### config.mk
export PLATFORM = sky130hd
export DESIGN_NAME = instr_fetch_ctrl
export DESIGN_NICKNAME = d
export VERILOG_FILES = /design/src/rtl/instr_fetch_ctrl.sv
export SDC_FILE = /design/constraint.sdc
export NUM_CORES = 1
export LEC_CHECK = 0
export CAP_MARGIN = 10
export CORE_AREA = 2 2 132 134
export DETAILED_ROUTE_END_ITERATION = 10
export DIE_AREA = 0 0 134 136
export HOLD_SLACK_MARGIN = 0.05
export PLACE_DENSITY = 0.85
export SKIP_LAST_GASP = 1
export SLEW_MARGIN = 10
export SYNTH_ARGS = -nofsm -noshare
export SYNTH_HDL_FRONTEND = slang
export SYNTH_SLANG_ARGS = --single-unit
export TNS_END_PERCENT = 100
### constraint.sdc
create_clock -name clk -period 10.57 [get_ports clk]
set_clock_uncertainty 0.05 [all_clocks]
set_input_delay 1.057 -clock clk [delete_from_list [all_inputs] [get_ports clk]]
set_output_delay 1.057 -clock clk [all_outputs]
set_load 0.1 [all_outputs]
### src/rtl/instr_fetch_ctrl.sv
// Instruction fetch sequencer: owns the PC, drives a one-cycle synchronous ROM and queues returned words for decode.
// Optional feature: define IF_HALT_ON_ZERO_EN to stop fetching when an all-zero terminator word returns.
module instr_fetch_ctrl #(
    parameter int                ADDR_W     = 32,
    parameter logic [ADDR_W-1:0] RESET_PC   = '0,
    parameter int                FIFO_DEPTH = 2
) (
    input  logic              clk,
    input  logic              rst_n,
    output logic [ADDR_W-1:0] imem_addr,
    input  logic [31:0]       imem_instr,
    input  logic              redirect_valid,
    input  logic [ADDR_W-1:0] redirect_pc,
    output logic              if_valid,
    input  logic              if_ready,
    output logic [ADDR_W-1:0] if_pc,
    output logic [31:0]       if_instr,
    output logic              halted
);

    localparam int PTR_W = (FIFO_DEPTH > 1) ? $clog2(FIFO_DEPTH) : 1;
    localparam int CNT_W = $clog2(FIFO_DEPTH + 1);
    localparam logic [CNT_W:0] DEPTH_C = (CNT_W + 1)'(FIFO_DEPTH);

    typedef enum logic {
        RUN  = 1'b0,
        HALT = 1'b1
    } state_t;

    state_t            state_q;
    logic [ADDR_W-1:0] pc_q;
    logic [ADDR_W-1:0] inflight_pc_q;
    logic              inflight_q;

    logic [ADDR_W-1:0] pc_mem    [FIFO_DEPTH];
    logic [31:0]       instr_mem [FIFO_DEPTH];
    logic [PTR_W-1:0]  rd_ptr_q;
    logic [PTR_W-1:0]  wr_ptr_q;
    logic [CNT_W-1:0]  count_q;

    logic              pop;
    logic              push;
    logic              issue;
    logic              zero_hit;
    logic [CNT_W:0]    occupancy;

    assign imem_addr = pc_q;
    assign if_valid  = (count_q != '0);
    assign pop       = if_valid & if_ready;

`ifdef IF_HALT_ON_ZERO_EN
    logic halted_q;
    assign zero_hit = inflight_q & (imem_instr == 32'h0);
    assign halted   = halted_q;
`else
    assign zero_hit = 1'b0;
    assign halted   = 1'b0;
`endif

    // A terminator word is consumed here and never reaches the buffer.
    assign push = inflight_q & ~redirect_valid & ~zero_hit;

    // Slots already spoken for: queued words plus the word on its way back, minus the one leaving now.
    assign occupancy = {1'b0, count_q}
                     + {{CNT_W{1'b0}}, inflight_q}
                     - {{CNT_W{1'b0}}, pop};

    assign issue = (state_q == RUN) & ~redirect_valid & ~zero_hit & (occupancy < DEPTH_C);

    assign if_pc    = if_valid ? pc_mem[rd_ptr_q]    : '0;
    assign if_instr = if_valid ? instr_mem[rd_ptr_q] : '0;

    always_ff @(posedge clk or negedge rst_n) begin
        if (!rst_n) begin
            pc_q          <= RESET_PC;
            inflight_pc_q <= '0;
            inflight_q    <= 1'b0;
            state_q       <= RUN;
`ifdef IF_HALT_ON_ZERO_EN
            halted_q      <= 1'b0;
`endif
        end else if (redirect_valid) begin
            // Dropping inflight_q discards the stale word that returns next cycle.
            pc_q       <= redirect_pc;
            inflight_q <= 1'b0;
            state_q    <= RUN;
`ifdef IF_HALT_ON_ZERO_EN
            halted_q   <= 1'b0;
`endif
        end else begin
            inflight_q <= issue;
            if (issue) begin
                pc_q          <= pc_q + ADDR_W'(1);
                inflight_pc_q <= pc_q;
            end
`ifdef IF_HALT_ON_ZERO_EN
            if (zero_hit) begin
                state_q  <= HALT;
                halted_q <= 1'b1;
            end
`endif
        end
    end

    always_ff @(posedge clk or negedge rst_n) begin
        if (!rst_n) begin
            rd_ptr_q <= '0;
            wr_ptr_q <= '0;
            count_q  <= '0;
        end else if (redirect_valid) begin
            rd_ptr_q <= '0;
            wr_ptr_q <= '0;
            count_q  <= '0;
        end else begin
            if (push) wr_ptr_q <= wr_ptr_q + PTR_W'(1);
            if (pop)  rd_ptr_q <= rd_ptr_q + PTR_W'(1);
            unique case ({push, pop})
                2'b10:   count_q <= count_q + CNT_W'(1);
                2'b01:   count_q <= count_q - CNT_W'(1);
                default: count_q <= count_q;
            endcase
        end
    end

    // NOTE: storage is deliberately not reset; outputs are gated by if_valid, so old contents are never seen.
    always_ff @(posedge clk) begin
        if (push) begin
            pc_mem[wr_ptr_q]    <= inflight_pc_q;
            instr_mem[wr_ptr_q] <= imem_instr;
        end
    end

endmodule
==> results of run 1 <==
[worst max path at each step]
stage / startpoint / end / slack, ps / cells after the start
global route: rd_ptr_q / if_pc[16] / 6110 / 3
detailed placement: if_ready / inflight_pc_q[5] / 6180 / 9
finish: rd_ptr_q / if_instr[12] / 6280 / 3
floorplan: redirect_valid / instr_mem[0][0] / 3810 / 3
CTS: rd_ptr_q / if_pc[8] / 6240 / 3
global placement: if_ready / inflight_pc_q[5] / 6290 / 9
[stage by stage]
step / worst slack [ps] / util (%) / hold WS, ps
after global routing: 6110 / 62.8 / 433
final: 6280 / 62.8 / 421
after floorplan: 3810 / - / 387
after detailed placement: 6180 / 59.3 / 405
after global placement: 6290 / 59.3 / 396
after CTS: 6240 / 62.8 / 422
[metal layers]
metal  share of wire, %  wire length (um)
met5                  0                 0
met4                2.0               333
met3                5.4               912
met2                 51              8650
met1                 41              6960
[kinds of logic after synthesis]
family                     after synthesis  share of synthesized area, %
DFF                                    197                          67.7
and+or+nand+nor                        173                          9.72
muxes                                   95                          13.1
buffers and inverters                   39                          2.63
AOI/OAI and AO/OA                       38                          2.39
xor gates and xnor gates                36                          4.06
adders and majority gates                2                         0.395
other                                    1                        0.0456
[area by class of cell]
type | instances | area, um^2
inverter | 6 | 22.5
sequential | 197 | 5570
fill | 1200 | 6270
tap | 225 | 282
multi-input combinational | 345 | 2460
timing repair buffer | 168 | 1660
clock buffer | 17 | 425
clock inverter | 15 | 180
[placed cells by master, fill, tap and decap left out, types with 2 or more instances in the layout]
cell type          n
nor2_1            76
dfrtp_1           68
mux2_4            23
clkbuf_16         17
nor3_1             3
clkdlybuf4s50_1  162
mux2_2             7
nand3_1           14
mux2i_1           65
o21ai_0           25
clkinvlp_4         2
xor2_1            25
buf_4              5
clkinv_4           3
clkinv_2           2
and3_1             4
nand4_1           13
nand2_1           51
nor4_4             3
clkinv_1           2
edfxtp_1         128
xnor2_1           10
bufinv_16          3
inv_8              2
nand4b_1           3
o21ai_1           10
inv_1              6
[report_power, final]
| part | internal [mW] | leakage (nW) | switching (mW) |
|---|---|---|---|
| Sequential | 0.924 | 2.02 | 0.0708 |
| Clock | 0.375 | 0.292 | 0.278 |
| Combinational | 0.176 | 1.52 | 0.427 |
| Total | 1.47 | 3.83 | 0.775 |
[registers in the layout (all words and copies together) (netlist names)]
signal         flops
pc_mem            64
instr_mem         64
inflight_q         1
wr_ptr_q           1
rd_ptr_q           1
inflight_pc_q     32
imem_addr         32
count_q            2
[worst reg2reg max path: cells and delay by family (launching register included)]
| family | cells | cell delay [ps] |
|---|---|---|
| AO/OA/AOI/OAI | 1 | 160 |
| AND/OR/NAND/NOR | 4 | 1400 |
| adder cells (fa/ha/maj) | 1 | 490 |
| XOR/XNOR | 1 | 190 |
| flip-flops | 1 | 640 |
| multiplexers | 1 | 430 |
==> summary.txt, run 1 <==
Detailed routing
  • Total number of vias: 5,005
  • Routed wire length: 16,900 um
  • Drt pass-1 iters: 7
  • Number of DRC markers in iteration 0: 249
  • Routed len/inst: 17.3 um
  • DR vias/cell: 5.14
  • Final ANT Viol Nets: 0
  • # DRC: 0

Placed design
  • I/O Buffers: 164
  • Placed cell area: 10000 um^2
  • Placed Instances: 941
  • Hpwl dp: 11,000 um
  • GP Congestion: 0.751

Critical path
  • Reg-to-reg startpoint: count_q[1]
  • Max stage delay on crit path: 1150 ps
  • Worst Reg-to-Reg Cells: 8
  • CP max-delay cell: clkdlybuf4s50_1
  • Reg2Reg Setup Slack: 7090 ps
  • Critical path startpoint category: flip-flop
  • CP Data Required Time: 9460 ps
  • Crit Reg-Reg Endpoint: inflight_pc_q[0]
  • Buf+Inv Stages, Crit Path: 1
  • Crit-path cells: mux2i_1, nor2_1, clkdlybuf4s50_1
  • Top delay family on crit path: buffers and inverters
  • Endpoint type of the worst setup path: output pin
  • Crit path DAT: 3180 ps
  • Type of the worst setup path: flip-flop to output pin
  • Crit-path max FO: 65

Cells and area
  • Design area: 10,600 um^2
  • Fraction of layout cells with a size suffix above 1: 10.0%
  • Final Instance Count excl. Fillers: 973
  • Final nets: 805
  • Syn-to-layout area delta: 28.9%
  • Antenna diodes: 0

Floorplanning
  • FP Rows: 48
  • Die Height: 136 um
  • Io pins: 166
  • DIE AREA: 18,200 um^2
  • Die Span X: 134 um
  • Starting density of the core: 48.8%
  • Core Area: 16,900 um^2

Hold path
  • Hold Path Origin: inflight_pc_q[19]
  • Hold Path Class: flip-flop to flip-flop
  • Hold EP: pc_mem[1][19]
  • WHS Path Cells: 0

CTS
  • CTS HTree Levels: 4
  • CTS Buffer Depth: 2
  • Post-CTS setup buffers: 0
  • CTS buffer count: 17
  • CTS tree: done
  • Clk_lat worst skew: 420 ps
  • Cts hold-fix bufs: 0
  • Post-CTS sizing: 0
  • # clock sinks: 197
  • Root buffer cell: clkbuf_16
  • Reg clk slew, reported paths: 70 ps

STA
  • Fin crit period: 4290 ps
  • RSZ-0062 raised after global routing: false
  • Fmax: 233 MHz
  • Final Hold Viols: 0
  • Max_slew headroom: 21.7%
  • Fin Setup TNS: 0 ps
  • Setup violators final: 0
  • Final slew viol count: 0
  • Final Cycle Share: 40.6%
  • Worst-Margin Slew: 1180 ps

Flow run
  • Maxcap violations: 0

GRT
  • Number of global-route vias before repair: 5,077
  • Global-route wire length before repair: 26,400 um
  • Initial antenna violation count: 0
  • Busiest grt layer: met2
  • Largest net degree at the start of global routing: 71
  • M1 GR Usage: 23.8%
  • Met2 Track Usage GR: 32.2%
  • Met3 usage: 4.10%
  • Total grt overflow: 0
  • Total track usage: 18.9%

Yosys
  • Top_reg_cell synth: edfxtp_1
  • Post-Syn Instances: 581
  • Asr flop ratio synth: 35.0%
  • Synth unique cells: 35
  • Syn_nets: 651
  • Synth top area cells: edfxtp_1 (47%), dfrtp_1 (21%), mux2i_1 (7.9%)
  • Yosys warning total: 0
  • Synth top area share: 46.7%
  • Post-synthesis cell area: 8230 um^2
  • Cell taking the most area after synthesis: edfxtp_1
  • Avg Cell Area, Syn: 14.2 um^2
  • Commonest cells in the netlist: edfxtp_1 (128), nor2_1 (77), dfrtp_1 (69)
  • Seq/Total Area, Yosys: 67.7%
  • Seq cells post-synth: 197
  • Top-count cell post-synth: edfxtp_1
  • Post-synth EDFFs: 128

Power
  • Final Total Pwr: 2.25 mW
  • Leak: 3.83 nW
  • PD cells: 212 nW/um^2
  • VDD IR max: 125 uV

Status
  • Outcome: complete, no violations
(Power assumes the default switching activity.)
==> run 2, diff against run 1 <==
clock period = 4.3 ns   (was 10.57 ns; I/O delays follow)
==> run 2 against run 1 <==
Compared with the run above:
- cell area fell by 0.48%
- sequential power rose by 140%
- setup slack got worse by 5500 ps
- global-route usage rose by 0.11 points
- critical path type is now flip-flop to flip-flop
- largest cell class unchanged
==> summary.txt, run 2 (synthesized netlist as in run 1, its figures left out) <==
GRT
  • Total grt overflow: 0 (unchanged)
  • Largest net degree at the start of global routing: 70 (was 71)
  • Initial antenna violation count: 1 (was 0)
  • Number of global-route vias before repair: 5,146 (was 5,077)
  • Global-route wire length before repair: 26,400 um (about the same)
  • Total track usage: 19.0% (was 18.9%)

Power
  • Final Total Pwr: 5.67 mW (was 2.25 mW)
  • Switch Pwr: 1.94 mW (was 775 uW)
  • Switching Share: 34.2% (was 34.5%)
  • Register share of total power: 42.7% (was 44.2%)
  • Combinational Power Share: 26.2% (was 26.8%)
  • VDD IR max: 299 uV (was 125 uV)
  • Clock share of power: 31.1% (was 29.0%)
  • Cell internal pwr: 3.73 mW (was 1.47 mW)
  • PD cells: 538 nW/um^2 (was 212 nW/um^2)
  • Leak: 3.99 nW (was 3.83 nW)

Critical path
  • Top delay family on crit path: simple AND/OR/NAND/NOR gates (was buffers and inverters)
  • CP Data Required Time: 4560 ps (was 9460 ps)
  • Crit path DAT: 3780 ps (was 3180 ps)
  • WP depth: 8 (was 3)
  • Worst Reg-to-Reg Cells: 8 (unchanged)
  • Crit-path max FO: 36 (was 65)
  • CP max-delay cell: or2_2 (was clkdlybuf4s50_1)
  • Critical path startpoint category: flip-flop (unchanged)
  • Crit-path cells: and3_1, o21bai_1, nand2_1, fa_1, xnor2_1, nand2_1, or2_2, mux2_2 (was mux2i_1, nor2_1, clkdlybuf4s50_1)
  • Most frequent CP cell: nand2_1
  • CP startpoint: count_q[1] (was rd_ptr_q)
  • Buf+Inv Stages, Crit Path: 0 (was 1)
  • Reg-to-reg startpoint: count_q[1] (unchanged)
  • Type of the worst setup path: flip-flop to flip-flop (was flip-flop to output pin)
  • Max stage delay on crit path: 840 ps (was 1150 ps)
  • Endpoint type of the worst setup path: flip-flop (was output pin)
  • Reg2Reg Setup Slack: 780 ps (was 7090 ps)

Flow run
  • Maxcap violations: 0 (unchanged)

STA
  • Worst setup margin: 779 ps (was 6280 ps)
  • Final Cycle Share: 81.9%
  • RSZ-0062 raised after global routing: false (unchanged)
  • Setup violators final: 0 (unchanged)
  • Worst-Margin Slew: 1070 ps (was 1180 ps)
  • Final Hold Viols: 0 (unchanged)
  • Fin Setup TNS: 0 ps (unchanged)
  • Fmax: 284 MHz
  • Worst Hold Slack: 67.6 ps (was 421 ps)
  • Fin crit period: 3520 ps
  • Max_slew headroom: 28.4% (was 21.7%)
  • Final slew viol count: 0 (unchanged)

Placed design
  • Placed cell area: 9890 um^2 (was 10000 um^2)
  • Dpl ws: 458 ps (was 6180 ps)
  • Placed Instances: 945 (was 941)
  • Hpwl dp: 11,600 um (was 11,000 um)
  • GP Congestion: 0.824 (was 0.751)
  • I/O Buffers: 164 (unchanged)

Detailed routing
  • Number of DRC markers in iteration 0: 241 (was 249)
  • Final ANT Viol Nets: 0 (unchanged)
  • DR vias/cell: 5.15 (was 5.14)
  • Total number of vias: 5,035 (was 5,005)
  • # DRC: 0 (unchanged)
  • Drt pass-1 iters: 4 (was 7)
  • Routed wire length: 17,200 um (was 16,900 um)
  • Routed len/inst: 17.6 um (was 17.3 um)

CTS
  • Post-CTS sizing: 0 (unchanged)
  • CTS HTree Levels: 4 (unchanged)
  • CTS Buffer Depth: 2 (unchanged)
  • Reg clk slew, reported paths: 70 ps (about the same)
  • CTS buffer count: 17 (unchanged)
  • Clk_lat worst skew: 430 ps (was 420 ps)
  • CTS tree: done (unchanged)
  • Post-CTS setup buffers: 0 (unchanged)
  • Root buffer cell: clkbuf_16 (unchanged)
  • # clock sinks: 197 (unchanged)
  • Cts hold-fix bufs: 0 (unchanged)

Cells and area
  • Syn-to-layout area delta: 28.3% (was 28.9%)
  • Biggest regs: instr_mem x64, pc_mem x64 (unchanged)
  • Antenna diodes: 0 (unchanged)
  • Fraction of layout cells with a size suffix above 1: 18.6% (was 10.0%)
  • Final nets: 809 (was 805)
  • Layout Utilization: 62.5% (was 62.8%)
  • Multi-input gate area: 2460 um^2 (about the same)
  • Most common cell after layout, fill and taps aside: edfxtp_1 (was clkdlybuf4s50_1)
  • Design area: 10,600 um^2 (about the same)
  • Sequential Area: 5570 um^2 (unchanged)
  • Fill cells: 1,279 (was 1,200)
  • Final Instance Count excl. Fillers: 977 (was 973)
  • Most frequent cells in the layout: edfxtp_1 (128), clkdlybuf4s50_1 (103), nor2_1 (76) (was clkdlybuf4s50_1 (162), edfxtp_1 (128), nor2_1 (76))

Status
  • Outcome: complete, no violations (unchanged)

Floorplanning
  • FP Rows: 48 (unchanged)
  • Die Height: 136 um (unchanged)
  • Core Area: 16,900 um^2 (unchanged)
  • Starting density of the core: 48.8% (unchanged)
  • Die Span X: 134 um (unchanged)
  • DIE AREA: 18,200 um^2 (unchanged)
  • Io pins: 166 (unchanged)

Hold path
  • Hold Path Class: input pin to asynchronous set/reset pin (was flip-flop to flip-flop)
[run 2: routing by layer]
metal | vias to the layer above | track usage (%) | wire length, um
met5 | - | 0 | 0
met4 | 0 | 6.91 | 231
met3 | 17 | 3.88 | 859
met2 | 150 | 33.8 | 8810
met1 | 2487 | 23.1 | 7320
li1 | 2381 | - | -
[run 2: worst paths after layout]
path | endpoint
min in group clk | pc_mem[0][2]
max in group asynchronous | rd_ptr_q
min reg2reg | pc_mem[0][2]
max reg2reg | inflight_pc_q[1]
min | imem_addr[5]
max | inflight_pc_q[1]
[run 2: power by group through the flow]
| stage | Sequential (mW) | Clock [mW] | Combinational [mW] |
|---|---|---|---|
| 2_1_floorplan | 2.64 | 0 | 0.931 |
| 3_3_place_gp | 2.45 | 0 | 1.47 |
| 3_5_place_dp | 2.47 | 0 | 1.49 |
| 4_1_cts | 2.43 | 1.78 | 1.50 |
| 5_1_grt | 2.45 | 1.86 | 1.55 |
| 6_report | 2.43 | 1.76 | 1.48 |
[run 2: area by class of cell]
| class | count | share of cell area [%] |
|---|---|---|
| tap | 225 | 2.67 |
| inverter | 6 | 0.213 |
| sequential | 197 | 52.8 |
| timing repair buffer | 172 | 14.7 |
| clock buffer | 17 | 4.03 |
| multi-input combinational | 345 | 23.3 |
| clock inverter | 15 | 2.28 |
